### config.mk
export PLATFORM = sky130hd
export DESIGN_NAME = mem_access_unit_flat
export DESIGN_NICKNAME = d
export VERILOG_FILES = /design/src/rtl/mem_access_unit_if.sv /design/src/rtl/mem_access_unit.sv /design/src/flat_wrapper.sv
export SDC_FILE = /design/constraint.sdc
export NUM_CORES = 1
export LEC_CHECK = 0
export ABC_AREA = 1
export ABC_CLOCK_PERIOD_IN_PS = 2300
export BUFFER_PORTS_ARGS = -buffer_cell sky130_fd_sc_hd__buf_4
export CAP_MARGIN = 20
export CORE_ASPECT_RATIO = 1.4
export CORE_MARGIN = 3
export CORE_UTILIZATION = 55
export CTS_CLUSTER_DIAMETER = 50
export CTS_CLUSTER_SIZE = 28
export DETAILED_ROUTE_END_ITERATION = 6
export PLACE_DENSITY = 0.85
export SLEW_MARGIN = 15
export SYNTH_ARGS = -nofsm -noshare
export SYNTH_HDL_FRONTEND = slang
export SYNTH_SLANG_ARGS = --single-unit
export TNS_END_PERCENT = 5
### constraint.sdc
create_clock -name clk -period 2.3 [get_ports clk]
set_input_delay 0.575 -clock clk [delete_from_list [all_inputs] [get_ports clk]]
set_output_delay 0.575 -clock clk [all_outputs]
set_load 0.02 [all_outputs]
### src/rtl/mem_access_unit_if.sv
// Memory-side bus of the MAR/MDR access unit: address, write data,
// request/write strobes and the memory's read data and ready response.
interface mem_access_unit_if #(
    parameter int DATA_W = 16,
    parameter int ADDR_W = 16
) ();
    logic [ADDR_W-1:0] mar;
    logic [DATA_W-1:0] mdr;
    logic              mem_req;
    logic              mem_we;
    logic [DATA_W-1:0] mem_rdata;
    logic              mem_ready;

    // The access unit drives address, data and strobes toward memory
    modport master (
        output mar, mdr, mem_req, mem_we,
        input  mem_rdata, mem_ready
    );

    // The memory model answers with read data and ready
    modport slave (
        input  mar, mdr, mem_req, mem_we,
        output mem_rdata, mem_ready
    );
endinterface

### src/rtl/mem_access_unit.sv
// LC-3 MAR/MDR memory access unit: holds MAR and MDR, runs a request/ready
// handshake to variable-latency memory, pulses R on completion, flags MDR
// changes and aborts accesses that wait too long for the memory.
module mem_access_unit #(
    parameter int DATA_W      = 16,
    parameter int ADDR_W      = 16,
    parameter int TIMEOUT_CYC = 15
) (
    input  logic              clk,
    input  logic              rst_n,
    input  logic [DATA_W-1:0] bus_in,
    input  logic              ld_mar,
    input  logic              ld_mdr,
    input  logic              mio_en,
    input  logic              r_w,
    input  logic              err_clr,
    mem_access_unit_if.master mem,
    output logic              r,
    output logic              mdr_change,
    output logic              busy,
    output logic              timeout_err
);

    typedef enum logic [1:0] {
        IDLE = 2'd0,
        REQ  = 2'd1,
        DONE = 2'd2
    } state_t;

    // The wait counter only has to reach TIMEOUT_CYC-1
    localparam int CNT_W = (TIMEOUT_CYC > 1) ? $clog2(TIMEOUT_CYC) : 1;
    localparam logic [CNT_W-1:0] CNT_LAST =
        (TIMEOUT_CYC > 0) ? CNT_W'(TIMEOUT_CYC - 1) : '0;

    state_t            state_q, state_d;
    logic [ADDR_W-1:0] mar_q, mar_d;
    logic [DATA_W-1:0] mdr_q, mdr_d;
    logic [CNT_W-1:0]  cnt_q, cnt_d;
    logic              rw_q, rw_d;
    logic              mio_q;
    logic              chg_q;
    logic              err_q, err_d;
    logic              timeout_hit;

    // Next-state and register-load decisions; loads are only honoured in IDLE
    // so the address and data stay stable while memory works on them
    always_comb begin
        state_d     = state_q;
        mar_d       = mar_q;
        mdr_d       = mdr_q;
        rw_d        = rw_q;
        cnt_d       = cnt_q;
        timeout_hit = 1'b0;
        case (state_q)
            IDLE: begin
                if (ld_mar) mar_d = bus_in[ADDR_W-1:0];
                if (ld_mdr) mdr_d = bus_in;
                if (mio_en && !mio_q) begin
                    state_d = REQ;
                    rw_d    = r_w;
                    cnt_d   = '0;
                end
            end
            REQ: begin
                if (mem.mem_ready) begin
                    state_d = DONE;
                    if (!rw_q) mdr_d = mem.mem_rdata;
                end else if ((TIMEOUT_CYC != 0) && (cnt_q == CNT_LAST)) begin
                    state_d     = IDLE;
                    timeout_hit = 1'b1;
                end else begin
                    cnt_d = cnt_q + 1'b1;
                end
            end
            DONE: state_d = IDLE;
            default: state_d = IDLE;
        endcase
        // A timeout in the same cycle as a clear request keeps the flag set
        if (timeout_hit)  err_d = 1'b1;
        else if (err_clr) err_d = 1'b0;
        else              err_d = err_q;
    end

    // State, datapath registers, edge detector and status flags
    always_ff @(posedge clk or negedge rst_n) begin
        if (!rst_n) begin
            state_q <= IDLE;
            mar_q   <= '0;
            mdr_q   <= '0;
            cnt_q   <= '0;
            rw_q    <= 1'b0;
            mio_q   <= 1'b0;
            chg_q   <= 1'b0;
            err_q   <= 1'b0;
        end else begin
            state_q <= state_d;
            mar_q   <= mar_d;
            mdr_q   <= mdr_d;
            cnt_q   <= cnt_d;
            rw_q    <= rw_d;
            mio_q   <= mio_en;
            chg_q   <= (mdr_d != mdr_q);
            err_q   <= err_d;
        end
    end

    // Outputs decode straight from the state register so a reset drops them at once
    always_comb begin
        mem.mar     = mar_q;
        mem.mdr     = mdr_q;
        mem.mem_req = (state_q == REQ);
        mem.mem_we  = (state_q == REQ) && rw_q;
        r           = (state_q == DONE);
        busy        = (state_q != IDLE);
        mdr_change  = chg_q;
        timeout_err = err_q;
    end

endmodule

### src/flat_wrapper.sv
// flat-port wrapper written by rule: the top's interface ports become plain ports
module mem_access_unit_flat 
#(
    parameter int DATA_W      = 16,
    parameter int ADDR_W      = 16,
    parameter int TIMEOUT_CYC = 15
)
  (clk, rst_n, bus_in, ld_mar, ld_mdr, mio_en, r_w, err_clr, r, mdr_change, busy, timeout_err, mem_mar, mem_mdr, mem_mem_req, mem_mem_we, mem_mem_rdata, mem_mem_ready);
  mem_access_unit_if #(.DATA_W(DATA_W), .ADDR_W(ADDR_W)) mem_i ();
  input  logic clk;
  input  logic rst_n;
  input  logic [DATA_W-1:0] bus_in;
  input  logic ld_mar;
  input  logic ld_mdr;
  input  logic mio_en;
  input  logic r_w;
  input  logic err_clr;
  output logic r;
  output logic mdr_change;
  output logic busy;
  output logic timeout_err;
  output wire logic [$bits(mem_i.mar)-1:0] mem_mar;
  output wire logic [$bits(mem_i.mdr)-1:0] mem_mdr;
  output wire logic [$bits(mem_i.mem_req)-1:0] mem_mem_req;
  output wire logic [$bits(mem_i.mem_we)-1:0] mem_mem_we;
  input wire logic [$bits(mem_i.mem_rdata)-1:0] mem_mem_rdata;
  input wire logic [$bits(mem_i.mem_ready)-1:0] mem_mem_ready;
  assign mem_mar = mem_i.mar;
  assign mem_mdr = mem_i.mdr;
  assign mem_mem_req = mem_i.mem_req;
  assign mem_mem_we = mem_i.mem_we;
  assign mem_i.mem_rdata = mem_mem_rdata;
  assign mem_i.mem_ready = mem_mem_ready;
  mem_access_unit #(.DATA_W(DATA_W), .ADDR_W(ADDR_W), .TIMEOUT_CYC(TIMEOUT_CYC)) u_core (.clk(clk), .rst_n(rst_n), .bus_in(bus_in), .ld_mar(ld_mar), .ld_mdr(ld_mdr), .mio_en(mio_en), .r_w(r_w), .err_clr(err_clr), .mem(mem_i), .r(r), .mdr_change(mdr_change), .busy(busy), .timeout_err(timeout_err));
endmodule
### Yosys cells after proc, flatten, opt, wreduce, memory -nomap -nowiden

Cells that the tools add are included.

* eq/ne operators: 8
* reductions and logical operators: 11
* $add $sub $neg: 1
* multiplexer cells: 17

Operators by type and width (number)
* 16-bit two-way mux: 3
* 16-bit case mux with 2 select lines: 1
* 16-bit inequality test: 1
* 4-bit two-way mux: 3
* 4-bit case mux with 2 select lines: 1
* 2-bit two-way mux: 3
* 2-bit AND reduction: 3
* 2-bit nonzero test: 3
* 1-bit two-way mux: 5
* 4-bit by 1-bit adder with 4-bit output (second input constant): 1
* 4-bit equality test (second input constant): 1
* 2-bit inequality test (second input constant): 2
* 2-bit case mux with 2 select lines: 1
* 4-bit AND reduction: 1
* 3-bit by 1-bit inequality test with 1-bit output (second input constant): 1
* 2-bit by 1-bit equality test with 1-bit output (second input constant): 1
* 2-bit equality test (second input constant): 1
* 1-bit logical AND: 2
* 2-bit logical NOT: 1
* 2-bit by 1-bit inequality test with 1-bit output (second input constant): 1
* 1-bit logical NOT: 1

* output and inout port bits: 38
* input bits: 40
* logic and storage cells: 45
* flip-flop bits (word level): 42

### Logic depth before layout (Yosys ltp)

Gate-level depths: netlist (run 1).

* word-level depth: 5
* mapped depth: 13
* mapped depth without buffers: 11

### Least setup slack after synthesis (run 1)

Ideal clock, no wire load.

* path kind: input to register
* from: in ld_mdr
* to: reg u_core.chg_q, in the netlist u_core.mdr_change
* data arrival time: 1.552 ns
* setup slack: 0.629 ns
* stages: 12
* cell sequence: buf_2 > inv_2 > buf_2 > nand2_1 > nand3_1 > nand3_1 > nand2_1 > nand2_1 > nor2_1 > nand2_1 > nor2_1 > nand2_1

* longest elaborated chain between the ends: 3

Ends and longest elaborated chain
* start, declared: RTL line flat_wrapper.sv:14 `input logic ld_mdr;`
* 16-bit two-way mux: RTL line mem_access_unit.sv:57 `if (ld_mdr) mdr_d = bus_in;`
* 16-bit case mux with 2 select lines: RTL line mem_access_unit.sv:54 `case (state_q)`
* 16-bit inequality test: RTL line mem_access_unit.sv:102 `chg_q <= (mdr_d != mdr_q);`
* end signal, assigned: RTL line mem_access_unit.sv:102
* end, declared: RTL line mem_access_unit.sv:41 `logic chg_q;`

No other way between the ends.
A chain may end at the register's enable or synchronous reset.

### Worst setup path after layout (run 1)

* from: reg u_core.state_q[0]
* to: out busy

* longest elaborated chain between the ends: 1

Ends and longest elaborated chain
* start, declared: RTL line mem_access_unit.sv:35 `state_t state_q, state_d;`
* start signal, assigned: RTL line mem_access_unit.sv:96 `state_q <= state_d;`
* 2-bit nonzero test: RTL line mem_access_unit.sv:114 `busy = (state_q != IDLE);`
* end, declared: RTL line flat_wrapper.sv:20 `output logic busy;`

No other way between the ends.

==> results of run 1 <==
==> stage by stage <==
stage | power (mW) | utilization | hold WS, ns | cell area, µm²
2_1_floorplan | 1.98 | - | 0.279 | 2530
4_1_cts | 3.08 | 0.740 | 0.282 | 3210
5_1_grt | 3.30 | 0.740 | 0.285 | 3210
3_5_place_dp | 2.47 | 0.714 | 0.481 | 3100
6_report | 3.08 | 0.740 | 0.261 | 3210
3_3_place_gp | 2.42 | 0.714 | 0.480 | 3100
==> kinds of logic after synthesis <==
group / Yosys count / synth area share
mux: 15 / 0.0668
xor+xnor: 2 / 0.00693
fa+ha+maj: 2 / 0.00990
flops: 42 / 0.416
compound gates: 17 / 0.0386
simple gates: 208 / 0.371
buf+inv: 49 / 0.0911
==> cell usage in the layout, fill, tap and decap left out, types with 2 or more instances in the layout <==
cell,count
a21oi_1,10
buf_4,78
clkbuf_8,6
dfrtp_1,42
ha_1,2
inv_1,31
inv_2,3
mux2_2,15
nand2_1,118
nand2_2,2
nand3_1,51
nand3_2,5
nand4_1,13
nor2_1,17
o21ai_1,2
o31ai_1,2
==> worst min path at each step <==
stage	from	endpoint	slack, ns	cells past startpoint
3_5_place_dp	u_core.mem.mar[4]	u_core.mem.mar[4]	0.48	2
5_1_grt	rst_n	u_core.mem.mar[2]	0.28	1
2_1_floorplan	rst_n	u_core.cnt_q[0]	0.28	0
6_report	rst_n	u_core.mem.mar[2]	0.26	1
3_3_place_gp	u_core.mem.mar[4]	u_core.mem.mar[4]	0.48	2
4_1_cts	rst_n	u_core.mem.mar[2]	0.28	1
==> Yosys cell counts <==
library cell / number
inv_4: 1
nor2_1: 17
buf_4: 1
o31ai_1: 2
buf_6: 2
nand3_2: 5
xor2_1: 1
nor2_4: 1
clkbuf_1: 2
mux2_2: 15
inv_2: 3
o21ai_1: 2
nand2_2: 2
nand2_1: 118
nand4_1: 13
buf_8: 1
nand3_1: 51
xnor2_1: 1
ha_1: 2
inv_6: 1
buf_2: 7
nand2_8: 1
inv_1: 31
o32ai_1: 1
dfrtp_1: 42
o21ai_2: 1
o21ai_0: 1
a21oi_1: 10
==> registers in the layout, indices dropped and copies added, names as in the netlist <==
name                count
u_core.timeout_err      1
u_core.mem.mar         16
u_core.mio_q            1
u_core.rw_q             1
u_core.cnt_q            4
u_core.state_q          2
u_core.mem.mdr         16
u_core.mdr_change       1
==> cell type report <==
type / count / area share
repair buffers: 78 / 0.182
clock inverters: 1 / 0.00935
inverters: 36 / 0.0444
clock buffers: 6 / 0.0257
flip-flops and latches: 42 / 0.327
well taps: 60 / 0.0234
multi-input cells: 244 / 0.388
==> report_power, final <==
group / leakage, nW / internal (mW) / switching, mW
Clock: 0.0573 / 0.348 / 0.260
Sequential: 0.496 / 0.915 / 0.178
Combinational: 1.17 / 0.553 / 0.824
==> layer usage <==
| layer | GRT usage | routed length [µm] | part of all wire | vias to the layer above |
|---|---|---|---|---|
| li1 | - | - | - | 1231 |
| met1 | 0.289 | 2570 | 0.37 | 1186 |
| met2 | 0.500 | 3590 | 0.52 | 128 |
| met3 | 0.0415 | 509 | 0.074 | 17 |
| met4 | 0.114 | 197 | 0.029 | 0 |
| met5 | 0 | 0 | 0 | - |
==> impl_metrics.py, run 1 <==
metrics = {
    "detailed_routing": {
        "wirelength_mm": 6.86,
        "routedWlPerCell_um": 14.7,
        "dr.pass1.iters": 5,
        "num_vias": 2562,
        "drt-initial-drc-count": 232,
        "ant_nets": 0,
        "routed_via_density": 5.49,
        "drc": 0,
    },
    "worst_setup_path": {
        "rr_endpoint": "u_core.mdr_change",
        "r2r-start": "u_core.state_q[0]",
        "path_max_fanout": 19,
        "path_cells": "nor2_4, inv_1, buf_4",
        "crit_family": "flip-flops",
        "start_kind": "flip-flop",
        "path_depth": 3,
        "endpoint": "busy",
        "rrSetupSlack_ns": 0.50,
        "slowest_stage": "dfrtp_1",
        "arrival_ns": 1.45,
        "cp.required_ns": 1.73,
        "r2r_cells": 10,
        "crit_start": "u_core.state_q[0]",
        "critPathKind": "flip-flop to output pin",
        "max_stage_delay_ns": 0.48,
        "worstSetupEndpointType": "output pin",
        "crit_buf_inv": 2,
    },
    "synthesis": {
        "ys_ff_latch": 42,
        "yosysWarnings": 0,
        "synth.distinct_cells": 28,
        "ys_seq_area_frac": 0.416,
        "synth_largest_area_cell": "dfrtp_1",
        "synth_area_mm2": 0.00253,
        "syn_nets": 377,
        "syn_area_per_cell_um2": 7.54,
        "syn_inst": 335,
        "synthTopCellsByArea": "dfrtp_1 (42%), nand2_1 (18%), nand3_1 (10%), mux2_2 (6.7%), inv_1 (4.6%)",
        "yosysTopAreaCellShare": 0.416,
    },
    "sta": {
        "clock_skew_ns": 0.00386,
        "tightest_slew_ns": 0.556,
        "report.final.slew_viol_count": 0,
        "rsz0062_at_grt": "no",
        "slew_headroom": 0.630,
        "fmax_mhz": 494,
        "finalSetupTns_ns": 0,
        "final-hold-violation-count": 0,
        "min_period_ns": 2.02,
        "finalSetupViolations": 0,
        "setup_slack_ns": 0.275,
        "timing.final.crit_share": 0.880,
    },
    "global_route": {
        "gr-total-overflow": 0,
        "antenna_found_initial": 0,
        "grt_use_total": 0.264,
        "grt_pass1_wl_mm": 11.5,
        "grt_pass1_vias": 2556,
        "grt_start_max_net_pins": 43,
    },
    "worst_hold_path": {
        "min_path_type": "primary input to asynchronous set/reset pin",
    },
    "cells_and_area": {
        "seq_area_mm2": 0.00105,
        "drive_gt1_frac": 0.283,
        "multi_input_area_mm2": 0.00125,
        "num-fill-cells": 361,
        "nets": 449,
        "final_cells": 467,
        "num_antenna_cells": 0,
        "area_delta_synth_final_pct": 27.1,
    },
    "clock_network": {
        "cts_tree": "done",
        "clk_latency_ns": 0.30,
        "cts.repair.resized": 0,
        "clk_path_buf_depth": 2,
        "post_cts.repair.setup_buffers": 0,
        "cts-root-buf": "clkbuf_8",
        "cts_hold_buf": 0,
        "htree_levels": 2,
        "cts_inserted_buffers": 5,
        "clock-sinks": 42,
        "clk_pin_slew_ns": 0.08,
    },
    "die": {
        "floorplan.initialDensity": 0.582,
        "die_w_um": 63.3,
        "pin_count": 78,
        "fp-row-count": 28,
        "die_area_mm2": 0.00546,
        "fp.dieH_um": 86.2,
        "core-area_mm2": 0.00434,
    },
    "status": {
        "status": "finished, final reports clean",
    },
    "job": {
        "drv_cap": 0,
    },
    "power_and_ir_drop": {
        "power_per_cell_area_mw_per_mm2": 958,
        "leakagePower_nw": 1.72,
        "ir_worst_vdd_uv": 678,
    },
    "place": {
        "dp_slack_ns": 0.380,
        "hpwl_mm": 4.84,
        "port_buffers": 77,
        "place_inst": 460,
        "place.gp.congestion": 0.887,
    },
}
(Power assumes the default switching activity.)
==> inputs of run 2 (changes only) <==
- CORE_ASPECT_RATIO: 1.4 -> 0.9
- CTS_BUF_LIST: unset -> sky130_fd_sc_hd__clkbuf_8 sky130_fd_sc_hd__clkbuf_16
==> impl_metrics.py, run 2 (synthesis gave the netlist of run 1 again) <==
metrics = {
    "worst_setup_path": {
        "path_cells": "nor2_4, inv_1, buf_4",
        "critPathKind": "flip-flop to output pin",
        "max_stage_delay_ns": 0.56,
        "cp.required_ns": 1.73,
        "path_max_fanout": 19,
        "start_kind": "flip-flop",
        "slowest_stage": "dfrtp_1",
        "arrival_ns": 1.64,
        "worstSetupEndpointType": "output pin",
    },
    "sta": {
        "setup_slack_ns": 0.0812,
        "clock_skew_ns": 0.0112,
        "report.final.slew_viol_count": 0,
        "timing.final.crit_share": 0.965,
        "holdWs_ns": 0.242,
        "finalSetupTns_ns": 0,
        "finalSetupViolations": 0,
        "rsz0062_at_grt": "no",
        "final-hold-violation-count": 0,
        "slew_headroom": 0.645,
        "min_period_ns": 2.22,
        "tightest_slew_ns": 0.533,
        "fmax_mhz": 451,
    },
    "die": {
        "fp-row-count": 22,
        "die_w_um": 77.5,
        "die_area_mm2": 0.00545,
        "pin_count": 78,
        "floorplan.initialDensity": 0.596,
        "core-area_mm2": 0.00424,
        "fp.dieH_um": 70.3,
    },
    "detailed_routing": {
        "dr.pass1.iters": 5,
        "routedWlPerCell_um": 14.4,
        "routed_via_density": 5.33,
        "drc": 0,
        "ant_nets": 0,
        "num_vias": 2494,
        "drt-initial-drc-count": 181,
        "wirelength_mm": 6.76,
    },
    "cells_and_area": {
        "final_cell_area_mm2": 0.00319,
        "nets": 449,
        "final_cell_mix": "nand2_1 (118), buf_4 (78), nand3_1 (51), dfrtp_1 (42), inv_1 (31)",
        "seq_area_mm2": 0.00105,
        "mostFrequentLayoutCell": "nand2_1",
        "area_delta_synth_final_pct": 26.2,
        "drive_gt1_frac": 0.284,
        "num-fill-cells": 363,
        "multi_input_area_mm2": 0.00125,
        "num_antenna_cells": 0,
    },
    "clock_network": {
        "clk_pin_slew_ns": 0.09,
        "htree_levels": 2,
        "clk_path_buf_depth": 2,
        "cts_tree": "done",
        "clock-sinks": 42,
        "post_cts.repair.setup_buffers": 0,
        "cts_hold_buf": 0,
        "cts_inserted_buffers": 5,
        "clk_latency_ns": 0.31,
        "cts.repair.resized": 0,
        "cts-root-buf": "clkbuf_8",
    },
    "power_and_ir_drop": {
        "switchingPower_mw": 1.27,
        "switching_share": 0.431,
        "leakagePower_nw": 1.71,
        "clkPwrFrac": 0.166,
        "power_per_cell_area_mw_per_mm2": 926,
        "internal_power_mw": 1.68,
        "power_mw": 2.95,
        "ir_worst_vdd_uv": 484,
        "p_seq_frac": 0.373,
        "power_frac_comb": 0.462,
    },
    "place": {
        "place_area_mm2": 0.00310,
        "place.gp.congestion": 0.885,
        "dp_slack_ns": 0.356,
        "port_buffers": 77,
        "hpwl_mm": 4.85,
    },
    "global_route": {
        "grt_use_total": 0.250,
        "antenna_found_initial": 0,
        "grt_pass1_vias": 2353,
        "grt_pass1_wl_mm": 10.9,
        "grt_start_max_net_pins": 43,
        "gr-total-overflow": 0,
    },
    "worst_hold_path": {
        "min_path_type": "primary input to asynchronous set/reset pin",
    },
    "status": {
        "status": "finished, final reports clean",
    },
    "job": {
        "drv_cap": 0,
    },
}
[run 2: cell types whose count changed in the layout (fill, tap and decap cells not counted), sizes merged]
| cell | before | now |
|---|---|---|
| clkinvlp | 0 | 1 |
| bufinv | 1 | 0 |
| clkinv | 0 | 2 |
| clkbuf | 6 | 5 |
[run 2: worst paths after layout]
check	startpoint	to	slack (ns)	cells after the start
hold reg to reg	u_core.mem.mar[8]	u_core.mem.mar[8]	0.52	1
min in group clk	mio_en	u_core.mio_q	0.39	1
hold / removal	rst_n	u_core.mem.mdr[8]	0.24	1
setup / recovery	u_core.state_q[1]	busy	0.08	3
max in group asynchronous	rst_n	u_core.cnt_q[1]	1.69	1
setup reg to reg	u_core.state_q[1]	u_core.mdr_change	0.40	11
[run 2: power groups by stage]
stage          combinational, mW  clock, mW  sequential, mW
5_1_grt                     1.50      0.530            1.13
3_3_place_gp                1.32          0            1.10
2_1_floorplan              0.716          0            1.26
3_5_place_dp                1.36          0            1.11
4_1_cts                     1.36      0.495            1.10
6_report                    1.36      0.489            1.10
[run 2: worst max-delay path: cells and delay by family (launching register included)]
kind / cells / cell delay [ns]
flip-flops: 1 / 0.56
buffers and inverters: 2 / 0.31
AND/OR/NAND/NOR: 1 / 0.46
[run 2: layer usage]
layer,up-vias,part of all wire,global-route usage
met5,-,0,0
met4,0,0.015,0.0692
met3,15,0.083,0.0631
met2,120,0.46,0.407
met1,1132,0.44,0.331
li1,1227,-,-
[run 2: through the flow]
| step | utilization | instances |
|---|---|---|
| 2_1_floorplan | - | 335 |
| 3_3_place_gp | 0.731 | 460 |
| 3_5_place_dp | 0.731 | 460 |
| 4_1_cts | 0.753 | 468 |
| 5_1_grt | 0.753 | 468 |
| 6_report | 0.753 | 468 |
[run 2: area by class of cell]
class                           count  area share
Timing Repair Buffer               78       0.184
Inverter                           36      0.0447
Sequential cell                    42       0.329
Tap cell                           60      0.0235
Multi-Input combinational cell    244       0.391
Clock buffer                        5      0.0216
Clock inverter                      3     0.00667
==> inputs of run 3 (changes only) <==
- ABC_AREA: 1 -> unset
- PLACE_DENSITY: 0.85 -> 0.94
- SLEW_MARGIN: 15 -> unset
==> impl_metrics.py, run 3 <==
metrics = {
    "power_and_ir_drop": {
        "ir_worst_vdd_uv": 749,
        "clkPwrFrac": 0.168,
        "power_per_cell_area_mw_per_mm2": 911,
        "power_frac_comb": 0.454,
        "p_seq_frac": 0.378,
        "internal_power_mw": 1.74,
        "switchingPower_mw": 1.20,
        "leakagePower_nw": 1.47,
        "switching_share": 0.408,
    },
    "cells_and_area": {
        "finalCoreUtilization": 0.771,
        "mostFrequentLayoutCell": "buf_4",
        "num-fill-cells": 315,
        "nets": 389,
        "num_antenna_cells": 0,
        "area_delta_synth_final_pct": 32.0,
        "final_cell_mix": "buf_4 (91), dfrtp_1 (42), o22ai_1 (28), a21oi_1 (26), inv_1 (20)",
        "drive_gt1_frac": 0.305,
    },
    "sta": {
        "clock_skew_ns": 0.00242,
        "finalSetupViolations": 0,
        "timing.final.crit_share": 0.915,
        "tightest_slew_ns": 0.899,
        "rsz0062_at_grt": "no",
        "finalSetupTns_ns": 0,
        "report.final.slew_viol_count": 0,
        "min_period_ns": 2.10,
        "holdWs_ns": 0.250,
        "fmax_mhz": 475,
        "slew_headroom": 0.400,
        "final-hold-violation-count": 0,
    },
    "worst_setup_path": {
        "cp.required_ns": 1.73,
        "worstSetupEndpointType": "output pin",
        "slowest_stage": "dfrtp_1",
        "r2r-start": "u_core.mem.mdr[13]",
        "max_stage_delay_ns": 0.43,
        "path_max_fanout": 8,
        "crit_start": "u_core.state_q[1]",
        "arrival_ns": 1.53,
        "path_cells": "or2b_2, inv_2, and2_1, buf_4",
        "critPathKind": "flip-flop to output pin",
        "start_kind": "flip-flop",
    },
    "worst_hold_path": {
        "min_path_type": "primary input to asynchronous set/reset pin",
    },
    "status": {
        "status": "finished, final reports clean",
    },
    "global_route": {
        "grt_start_max_net_pins": 43,
        "grt_pass1_vias": 2412,
        "grt_use_total": 0.286,
        "grt_pass1_wl_mm": 12.2,
        "antenna_found_initial": 0,
        "gr-total-overflow": 0,
    },
    "synthesis": {
        "synth-simple-area-share": 0.107,
        "synth-main-ff-cell": "dfrtp_1",
        "synth-compound-area-share": 0.292,
        "synth_largest_area_cell": "dfrtp_1",
        "syn_nets": 307,
        "synthXorXnorAreaFrac": 0.0107,
        "synth_area_mm2": 0.00244,
        "synth_edf_count": 0,
        "yosysTopAreaCellShare": 0.430,
        "synth.most_common_cell": "dfrtp_1",
        "ys_ff_latch": 42,
        "syn_area_per_cell_um2": 9.23,
        "ys_seq_area_frac": 0.430,
        "synth.distinct_cells": 43,
        "synthTopCellsByCount": "dfrtp_1 (42), o22ai_1 (28), a21oi_1 (26)",
        "async_flop_share": 1.00,
        "synth_top_family_by_area": "compound AO/OA/AOI/OAI gates",
        "synth_adder_area_share": 0.0102,
        "synth_mux_area_frac": 0.0870,
        "yosysWarnings": 0,
        "synthTopCellsByArea": "dfrtp_1 (43%), mux2_1 (8.3%), o22ai_1 (7.2%), a21oi_1 (5.3%), inv_1 (2.9%)",
        "syn_inst": 265,
    },
    "detailed_routing": {
        "num_vias": 2588,
        "routed_via_density": 6.34,
        "routedWlPerCell_um": 18.7,
        "wirelength_mm": 7.65,
        "drc": 0,
        "drt-initial-drc-count": 377,
        "ant_nets": 0,
        "dr.pass1.iters": 5,
    },
    "clock_network": {
        "cts-root-buf": "clkbuf_8",
        "post_cts.repair.setup_buffers": 0,
        "clk_path_buf_depth": 2,
        "cts_inserted_buffers": 5,
        "cts_tree": "done",
        "clk_latency_ns": 0.30,
        "htree_levels": 2,
        "clk_pin_slew_ns": 0.08,
        "cts_hold_buf": 0,
        "cts.repair.resized": 0,
        "clock-sinks": 42,
    },
    "die": {
        "die_area_mm2": 0.00528,
        "floorplan.initialDensity": 0.584,
        "die_w_um": 76.3,
        "core-area_mm2": 0.00418,
        "fp.dieH_um": 69.3,
        "fp-row-count": 22,
        "pin_count": 78,
    },
    "place": {
        "place.gp.congestion": 1.02,
        "port_buffers": 77,
        "hpwl_mm": 5.68,
    },
    "job": {
        "drv_cap": 0,
    },
}
## run 3: layout make-up
class | count | area, µm² | area share
Multi-Input combinational cell | 184 | 1240 | 0.384
Sequential cell | 42 | 1050 | 0.326
Timing Repair Buffer | 91 | 683 | 0.212
Inverter | 23 | 86.3 | 0.0268
Clock buffer | 6 | 82.6 | 0.0256
Tap cell | 60 | 75.1 | 0.0233
Clock inverter | 2 | 8.76 | 0.00271
## run 3: final timing paths
path | endpoint | depth (start not counted) | slack [ns]
worst max-delay path | mem_mem_we | 4 | 0.20
worst min-delay path | u_core.mem.mar[9] | 1 | 0.25
worst max register to register | u_core.mdr_change | 6 | 0.27
worst min register to register | u_core.mem.mar[11] | 1 | 0.49
max in group asynchronous | u_core.cnt_q[3] | 1 | 1.68
min in group clk | u_core.mio_q | 1 | 0.40
## run 3: power by group through the flow
stage               combinational [mW]  sequential (mW)  clock [mW]
floorplan                        0.595             1.28           0
global placement                  1.31             1.10           0
detailed placement                1.32             1.12           0
CTS                               1.33             1.10       0.492
global route                      1.44             1.14       0.527
finish                            1.34             1.11       0.494
## run 3: metal layers
layer / vias up / wire length (µm) / GRT usage / part of all wire
li1: 1164 / - / - / -
met4: 0 / 110 / 0.0845 / 0.014
met1: 1224 / 3190 / 0.409 / 0.42
met2: 187 / 3550 / 0.448 / 0.46
met3: 13 / 796 / 0.0506 / 0.10
met5: - / 0 / 0 / 0
## run 3: critical path: cells and delay by family (launching register included)
family / cells / cell delay [ns]
AND/OR/NAND/NOR: 2 / 0.51
flip-flops: 1 / 0.43
buffers and inverters: 2 / 0.29
## run 3: logic make-up (layout without fill, tap and decap cells)
family	Yosys count	in the layout
compound gates	106	106
simple gates	54	54
flops	42	42
buf+inv	39	122
mux	19	19
xor+xnor	3	3
fa+ha+maj	2	2
## run 3: per-stage QoR
step	cell area (µm²)	std cells	power [mW]	setup slack, ns
2_1_floorplan	2440	265	1.87	0.383
3_3_place_gp	3140	400	2.41	0.0958
3_5_place_dp	3140	400	2.44	0.0534
4_1_cts	3230	408	2.92	0.196
5_1_grt	3230	408	3.10	0.133
6_report	3230	408	2.94	0.197
